`config.mk`:
```
export PLATFORM = sky130hd
export DESIGN_NAME = stage_d_pipe
export DESIGN_NICKNAME = d
export VERILOG_FILES = /design/src/rtl/stage_d_pipe.sv
export SDC_FILE = /design/constraint.sdc
export NUM_CORES = 1
export LEC_CHECK = 0
export BUFFER_PORTS_ARGS = -buffer_cell sky130_fd_sc_hd__buf_2
export CORE_AREA = 5 5 197 199
export CTS_CLUSTER_SIZE = 14
export DETAILED_ROUTE_END_ITERATION = 8
export DIE_AREA = 0 0 202 204
export HOLD_SLACK_MARGIN = 0.15
export MAX_ROUTING_LAYER = met4
export SLEW_MARGIN = 25
export SYNTH_ARGS = -nofsm -noshare
export SYNTH_HDL_FRONTEND = slang
export SYNTH_SLANG_ARGS = --single-unit
```
`constraint.sdc`:
```
create_clock -name clk_i -period 2.6 [get_ports clk_i]
set_clock_uncertainty 0.05 [all_clocks]
set_input_delay 0.65 -clock clk_i [delete_from_list [all_inputs] [get_ports clk_i]]
set_output_delay 0.65 -clock clk_i [all_outputs]
set_load 0.005 [all_outputs]
```
`src/rtl/stage_d_pipe.sv`:
```
// Polaris instruction decode stage: latches one fetched instruction behind a
// valid/ready handshake and decodes it into ALU operands and memory controls.
module stage_d_pipe #(
  parameter int unsigned XLEN     = 64,
  parameter logic [31:0] NOP_INSN = 32'h00000013
) (
  input  logic            clk_i,
  input  logic            reset_i,
  input  logic            f_ack_i,
  input  logic [31:0]     f_dat_i,
  input  logic [XLEN-1:0] f_pc_i,
  output logic            d_ready_o,
  input  logic            e_ready_i,
  output logic            d_valid_o,
  output logic [XLEN-1:0] d_pc_o,
  output logic [XLEN-1:0] d_vs1_o,
  output logic [XLEN-1:0] d_vs2_o,
  output logic [XLEN-1:0] d_vs3_o,
  output logic [4:0]      d_rd_o,
  output logic [3:0]      d_alu_o,
  output logic            d_mem_o,
  output logic            d_we_o,
  output logic [2:0]      d_size_o,
  output logic            d_illegal_o,
  output logic [4:0]      w_rs1_o,
  output logic [4:0]      w_rs2_o,
  input  logic [XLEN-1:0] w_dat1_i,
  input  logic [XLEN-1:0] w_dat2_i
);

  typedef enum logic [6:0] {
    OPC_LOAD   = 7'b0000011,
    OPC_OP_IMM = 7'b0010011,
    OPC_AUIPC  = 7'b0010111,
    OPC_STORE  = 7'b0100011,
    OPC_OP     = 7'b0110011,
    OPC_LUI    = 7'b0110111
  } opcode_e;

  logic [31:0]     ir;
  logic [XLEN-1:0] pc;
  logic            v;

  assign d_ready_o = ~v | e_ready_i;
  assign d_valid_o = v;

  always_ff @(posedge clk_i) begin
    if (!reset_i) begin
      ir <= NOP_INSN;
      pc <= '0;
      v  <= 1'b0;
    end else if (d_ready_o) begin
      ir <= f_ack_i ? f_dat_i : NOP_INSN;
      pc <= f_ack_i ? f_pc_i : '0;
      v  <= f_ack_i;
    end
  end

  logic [4:0]      rd;
  logic [2:0]      fn3;
  logic [XLEN-1:0] imm_i, imm_s, imm_u, shamt;
  logic            shift_ok;

  assign w_rs1_o = ir[19:15];
  assign w_rs2_o = ir[24:20];
  assign rd      = ir[11:7];
  assign fn3     = ir[14:12];

  assign imm_i = XLEN'($signed(ir[31:20]));
  assign imm_s = XLEN'($signed({ir[31:25], ir[11:7]}));
  assign imm_u = XLEN'($signed({ir[31:12], 12'h000}));

  // RV64 shifts take a 6-bit shamt, so legality only inspects funct6.
  assign shamt    = (XLEN == 64) ? XLEN'(ir[25:20]) : XLEN'(ir[24:20]);
  assign shift_ok = (XLEN == 64) ? (ir[31:26] == 6'b000000 || ir[31:26] == 6'b010000)
                                 : (ir[31:25] == 7'b0000000 || ir[31:25] == 7'b0100000);

  logic [4:0]      rd_dec;
  logic [XLEN-1:0] vs1_dec, vs2_dec;
  logic [3:0]      alu_dec;
  logic            mem_dec, we_dec, illegal;
  logic [2:0]      size_dec;

  always_comb begin
    rd_dec   = '0;
    vs1_dec  = '0;
    vs2_dec  = '0;
    alu_dec  = '0;
    mem_dec  = 1'b0;
    we_dec   = 1'b0;
    size_dec = '0;
    illegal  = 1'b0;
    case (ir[6:0])
      OPC_OP_IMM: begin
        rd_dec  = rd;
        vs1_dec = w_dat1_i;
        if (fn3 == 3'b001 || fn3 == 3'b101) begin
          vs2_dec = shamt;
          alu_dec = {ir[30], fn3};
          illegal = ~shift_ok;
        end else begin
          vs2_dec = imm_i;
          alu_dec = {1'b0, fn3};
        end
      end
      OPC_OP: begin
        rd_dec  = rd;
        vs1_dec = w_dat1_i;
        vs2_dec = w_dat2_i;
        alu_dec = {ir[30], fn3};
        illegal = !(ir[31:25] == 7'b0000000 ||
                    (ir[31:25] == 7'b0100000 && (fn3 == 3'b000 || fn3 == 3'b101)));
      end
      OPC_LUI: begin
        rd_dec  = rd;
        vs2_dec = imm_u;
      end
      OPC_AUIPC: begin
        rd_dec  = rd;
        vs1_dec = pc;
        vs2_dec = imm_u;
      end
      OPC_LOAD: begin
        rd_dec   = rd;
        vs1_dec  = w_dat1_i;
        vs2_dec  = imm_i;
        mem_dec  = 1'b1;
        size_dec = fn3;
        illegal  = (fn3 == 3'b111) ||
                   (XLEN == 32 && (fn3 == 3'b011 || fn3 == 3'b110));
      end
      OPC_STORE: begin
        vs1_dec  = w_dat1_i;
        vs2_dec  = imm_s;
        mem_dec  = 1'b1;
        we_dec   = 1'b1;
        size_dec = fn3;
        illegal  = fn3[2] || (XLEN == 32 && fn3 == 3'b011);
      end
      default: illegal = 1'b1;
    endcase
  end

  // Bubbles and illegal encodings both collapse to an inert ADD with no side effects.
  always_comb begin
    d_rd_o   = '0;
    d_vs1_o  = '0;
    d_vs2_o  = '0;
    d_alu_o  = '0;
    d_mem_o  = 1'b0;
    d_we_o   = 1'b0;
    d_size_o = '0;
    if (v && !illegal) begin
      d_rd_o   = rd_dec;
      d_vs1_o  = vs1_dec;
      d_vs2_o  = vs2_dec;
      d_alu_o  = alu_dec;
      d_mem_o  = mem_dec;
      d_we_o   = we_dec;
      d_size_o = size_dec;
    end
  end

  assign d_illegal_o = v & illegal;
  assign d_vs3_o     = v ? w_dat2_i : '0;
  assign d_pc_o      = v ? pc : '0;

endmodule

```
; ---- Word-level counts from Yosys, hierarchy flattened
; Cells that the tools add are included.
[classes]
eq_ne = 11
n_mux = 22
n_bitwise = 4
reduce_logical = 15
[ops]
columns = operator, n
row1 = 64-bit 2-to-1 mux, 6
row2 = 64-bit one-hot mux with 5 select lines, 1
row3 = 64-bit one-hot mux with 2 select lines, 1
row4 = 32-bit 2-to-1 mux, 1
row5 = 7-bit by 6-bit equality test with 1-bit output (second input constant), 4
row6 = 7-bit by 5-bit equality test with 1-bit output (second input constant), 2
row7 = 5-bit 2-to-1 mux, 2
row8 = 4-bit 2-to-1 mux, 2
row9 = 4-bit one-hot mux with 2 select lines, 1
row10 = 7-bit by 2-bit equality test with 1-bit output (second input constant), 1
row11 = 7-bit logical NOT, 1
row12 = 3-bit equality test (second input constant), 2
row13 = 6-bit by 5-bit equality test with 1-bit output (second input constant), 1
row14 = 6-bit logical NOT, 1
row15 = 3-bit 2-to-1 mux, 2
row16 = 1-bit 2-to-1 mux, 5
row17 = 1-bit one-hot mux with 5 select lines, 1
row18 = 5-bit OR reduction, 1
row19 = 1-bit logical OR, 4
row20 = 2-bit OR reduction, 2
row21 = 4-bit OR reduction, 1
row22 = 3-bit by 1-bit equality test with 1-bit output (second input constant), 1
row23 = 3-bit logical NOT, 1
row24 = 1-bit logical AND, 2
row25 = other kinds (4), 6
[totals]
ff_bits = 97
input_bits = 228
output_inout_bits = 283
elab_cells = 55

; ---- Longest topological paths before layout
[depth]
word_depth = 9
ltp_mapped = 8
ltp_nobuf = 5

; ---- Least setup slack after synthesis
; No wires, ideal clock.
[synth_path]
path_type = register to output
from = reg ir[6]
to = out d_vs1_o[53]
arrival_time_ns = 1.598
t_required_ns = 1.900
path_slack_ns = 0.302
stages_incl_launch_ff = 9
path_buffers = 3
path_cell_list = dfxtp_1 and4bb_1 and2b_1 buf_4 a21boi_2 o211ai_1 buf_2 buf_4 nor2_1
[synth_between]
elab_chain_cells = 6
elab_cells_between_ends = 13
cone_classes = eq/ne: 6 / mux: 3 / reduce/logical: 4
[synth_rtl]
columns = element, line
row1 = start: declaration, 40  ; logic [31:0] ir;
row2 = start signal: assignment, 53  ; ir <= f_ack_i ? f_dat_i : NOP_INSN;
row3 = 7-bit by 5-bit equality test with 1-bit output / 7-bit by 6-bit equality test with 1-bit output (equally long branches), 93  ; case (ir[6:0])
row4 = 2-bit OR reduction (no source line), n/a
row5 = 1-bit one-hot mux with 5 select lines, 93
row6 = 1-bit logical NOT, 153  ; if (v && !illegal) begin
row7 = 1-bit logical AND, 153
row8 = 64-bit 2-to-1 mux (*), 153
row9 = end: declaration, 16  ; output logic [XLEN-1:0] d_vs1_o,
; Every way passes the cells marked *; elsewhere a longest branch is shown, timed or not.

; ---- Worst setup path after layout
[layout_path]
from = reg ir[3]
to = out d_vs1_o[5]
; Same word-level chain as after synthesis.

==> run_results.csv <==
group,metric,value,unit
sta,finalSetupViolCount,142,
synthesis,syn_nets,1175,
sta,fmax,339,MHz
sta,slew_viol_final,0,
synthesis,async_flop_share,0,%
final_layout,drive_above_1_share,46.3,%
sta,max_slew_margin,67.5,%
global_routing,antenna_found_initial,8,
clock_tree,cts_max_level,3,
synthesis,synth_area_per_cell,6.96,um2
worst_setup_path,path_class,"reg -> out",
global_routing,grt_pass1_wl,48600,um
sta,period_share,113,%
synthesis,synth-seq-cells,97,
synthesis,syn-cell-area,6600,um2
drt,drtIter0Drc,633,
global_routing,grt_max_degree,98,
sta,finalHoldViolations,0,
floorplanning,die_y,204,um
sta,worst_slack,-0.351,ns
clock_tree,holdBufCountCts,0,
clock_tree,cts_inserted_buffers,9,
sta,fin_tns_setup,-40.95,ns
worst_setup_path,cp_slowest_cell,"dfxtp_2",
worst_setup_path,worstReg2RegStart,"d_valid_o$_SDFFE_PN0P_",
global_routing,gr-total-overflow,0,
final_layout,finish.utilization,28.7,%
floorplanning,fp.dieW,202,um
final_layout,seq_area,1950,um2
worst_setup_path,crit_fanout,44,
place,portBuffers,510,
power,p_leak,5.06,nW
sta,max_slew.worst_pin.slew,0.488,ns
power,pwr-share-clk,36.0,%
power,vdd_ir_drop_max,0.000302,V
drt,routed-via-count,8779,
floorplanning,core,37000,um2
synthesis,ys_seq_area_share,29.4,%
worst_setup_path,crit_chain,"and4bb_2 -> and2b_2 -> buf_4 -> buf_12 -> buf_12 -> buf_12 -> a22oi_1 -> nor2_1 -> buf_2",
final_layout,final_cell_count_no_fill,1897,
place,dp_hpwl,25300,um
worst_setup_path,crit_end,"d_vs1_o[5]",
sta,rsz0062_at_grt,"true",
worst_setup_path,crit_cells,9,
min_path,hold_path.class,"reg -> reg",
worst_setup_path,critPathMostFrequentCell,"buf_12",
synthesis,synthCells,947,
synthesis,yosys-top-cells-area,"dfxtp_1 29%, and2_1 13%, a21boi_0 11%",
worst_setup_path,required,1.90,ns
clock_tree,cts.sinks,97,
synthesis,yosys_warnings,0,
drt,routedWlPerCell,17.5,um
floorplanning,num_rows,71,
power,p_per_area,415,nW/um2
drt,ant_nets,0,
synthesis,synth.cells.most_frequent,"137 x nand2_1, 133 x and2_1, 112 x nor2_1",
final_layout,multi_input_area,4420,um2
worst_setup_path,cpPeakStageDelay,0.32,ns
floorplanning,initial_core_util,17.8,%
drt,drt_pass1_iterations,5,
global_routing,grt_pass1_vias,8388,
worst_setup_path,cp.arrival,2.25,ns
worst_setup_path,r2r_cells,5,
sta,period_minus_slack,2.95,ns
place,dp_slack,-0.000637,ns
final_layout,nNetsFinal,1641,
worst_setup_path,timing.rr.end,"ir[31]$_SDFFE_PN0P_",
sta,whs,0.420,ns
clock_tree,clock_path_buffers,2,
drt,drc_errors,0,
clock_tree,clk_latency,0.36,ns
run_status,run_status,"finished, violations left",
worst_setup_path,cp-startpoint,"ir[3]$_SDFFE_PN0P_",
place,post_dp_cell_area,9710,um2
run_status,violations,"setup timing",
synthesis,synth_cell_types,32,
floorplanning,die_area,41200,um2
clock_tree,path_clk_slew,0.07,ns
drt,vias_per_cell,4.63,
global_routing,track_usage,15.3,%
clock_tree,cts_tree,"done",
power,p_switching,1.33,mW
synthesis,yosysTopAreaCell,"dfxtp_1",
clock_tree,root_buffer,"clkbuf_16",
final_layout,syn_to_final_growth,61.2,%
power,total_power,4.42,mW
worst_setup_path,path_buf_inv,5,
worst_setup_path,r2r_slack,0.74,ns
place,gp_congestion,0.875,
synthesis,synth-main-ff-cell,"dfxtp_1",
flow_run,cap_violations,0,
place,dpl.cell_count,1861,
floorplanning,ios,511,
worst_setup_path,start_kind,"flip-flop",
synthesis,synth-edff-count,0,
power,p_int,3.08,mW
drt,wirelength,33100,um
synthesis,yosysMostFrequentCell,"nand2_1",
final_layout,stdcell_area,10600,um2
worst_setup_path,cp_top_family,"buffers and inverters",
power,combinationalPowerShare,27.1,%
final_layout,nFillCells,4023,
worst_setup_path,endpoint_kind,"output pin",
synthesis,synth_top_area_share,29.4,%
power,power_frac_seq,36.8,%
power,p_sw_share,30.2,%
[worst min-delay path by stage]
stage | cells after the start | to | slack (ns) | from
final | 2 | ir[6]$_SDFFE_PN0P_ | 0.42 | ir[6]$_SDFFE_PN0P_
after global routing | 2 | ir[3]$_SDFFE_PN0P_ | 0.44 | ir[3]$_SDFFE_PN0P_
after floorplan | 2 | ir[3]$_SDFFE_PN0P_ | 0.39 | ir[3]$_SDFFE_PN0P_
after detailed placement | 2 | ir[3]$_SDFFE_PN0P_ | 0.41 | ir[3]$_SDFFE_PN0P_
after CTS | 2 | ir[3]$_SDFFE_PN0P_ | 0.43 | ir[3]$_SDFFE_PN0P_
after global placement | 2 | ir[6]$_SDFFE_PN0P_ | 0.41 | ir[6]$_SDFFE_PN0P_
[per-layer routing]
layer | GRT usage [%] | wire length [um] | vias to the layer above
li1 | - | - | 4160
met1 | 18.2 | 13700 | 4126
met2 | 24.9 | 15800 | 435
met3 | 3.44 | 2470 | 58
met4 | 6.32 | 1120 | 0
met5 | - | 0 | -
[registers in the layout, summed over array words and instances, names as in the netlist]
| register | cells |
|---|---|
| pc | 64 |
| d_valid_o | 1 |
| ir | 32 |
[worst register-to-register path: stages, from the launching register on]
cell	delay (ns)
dfxtp_4	0.43
nor2b_4	0.17
clkinv_2	0.17
buf_4	0.46
nand3_1	0.25
a21boi_0	0.24
[cells by family after synthesis]
logic type | after synthesis | share of synthesized area [%]
DFF | 97 | 29.4
AOI/OAI and AO/OA | 233 | 25.5
and+or+nand+nor | 495 | 35.9
xor gates and xnor gates | 1 | 0.133
muxes | 6 | 0.911
buffers and inverters | 115 | 8.10
[cell type report]
| type | count | share of cell area [%] |
|---|---|---|
| multi-input combinational | 735 | 41.6 |
| inverter | 1 | 0.0471 |
| clock inverter | 4 | 0.930 |
| antenna | 5 | 0.118 |
| clock buffer | 12 | 2.32 |
| tap | 474 | 5.58 |
| timing repair buffer | 569 | 31.1 |
| sequential | 97 | 18.3 |
[placed cells by master, fill, tap and decap left out, drive strengths merged]
cell       n
nand2    137
mux2i      6
nor3b      5
a211oi     1
a2111oi    5
and3       1
nand3     94
buf      567
nand4      2
nor3       4
and4bb     1
o21a       3
a221oi    19
diode      5
inv        1
and2b      1
xnor2      1
nor2     112
dfxtp     97
nand3b     1
a21oi     35
bufinv     3
clkbuf    14
o21ai      6
nor2b      4
a22oi     69
o211ai     1
a21boi    94
clkinv     1
and2     133
[power groups by stage]
stage               clock (mW)  sequential, mW  combinational (mW)
floorplan                    0            1.62               0.533
global placement             0            1.66                1.03
detailed placement           0            1.66                1.04
CTS                       1.65            1.63                1.08
global route              1.71            1.64                1.31
finish                    1.59            1.63                1.20
[what timing repair did]
action / CTS / global route
cloned: 0 / 3
gates resized for setup: 12 / 92
setup endpoints to repair: 142 / 144
buffers inserted: 5 / 7
pin swaps: 3 / 2
No activity file was read; power rests on OpenSTA's default activity.
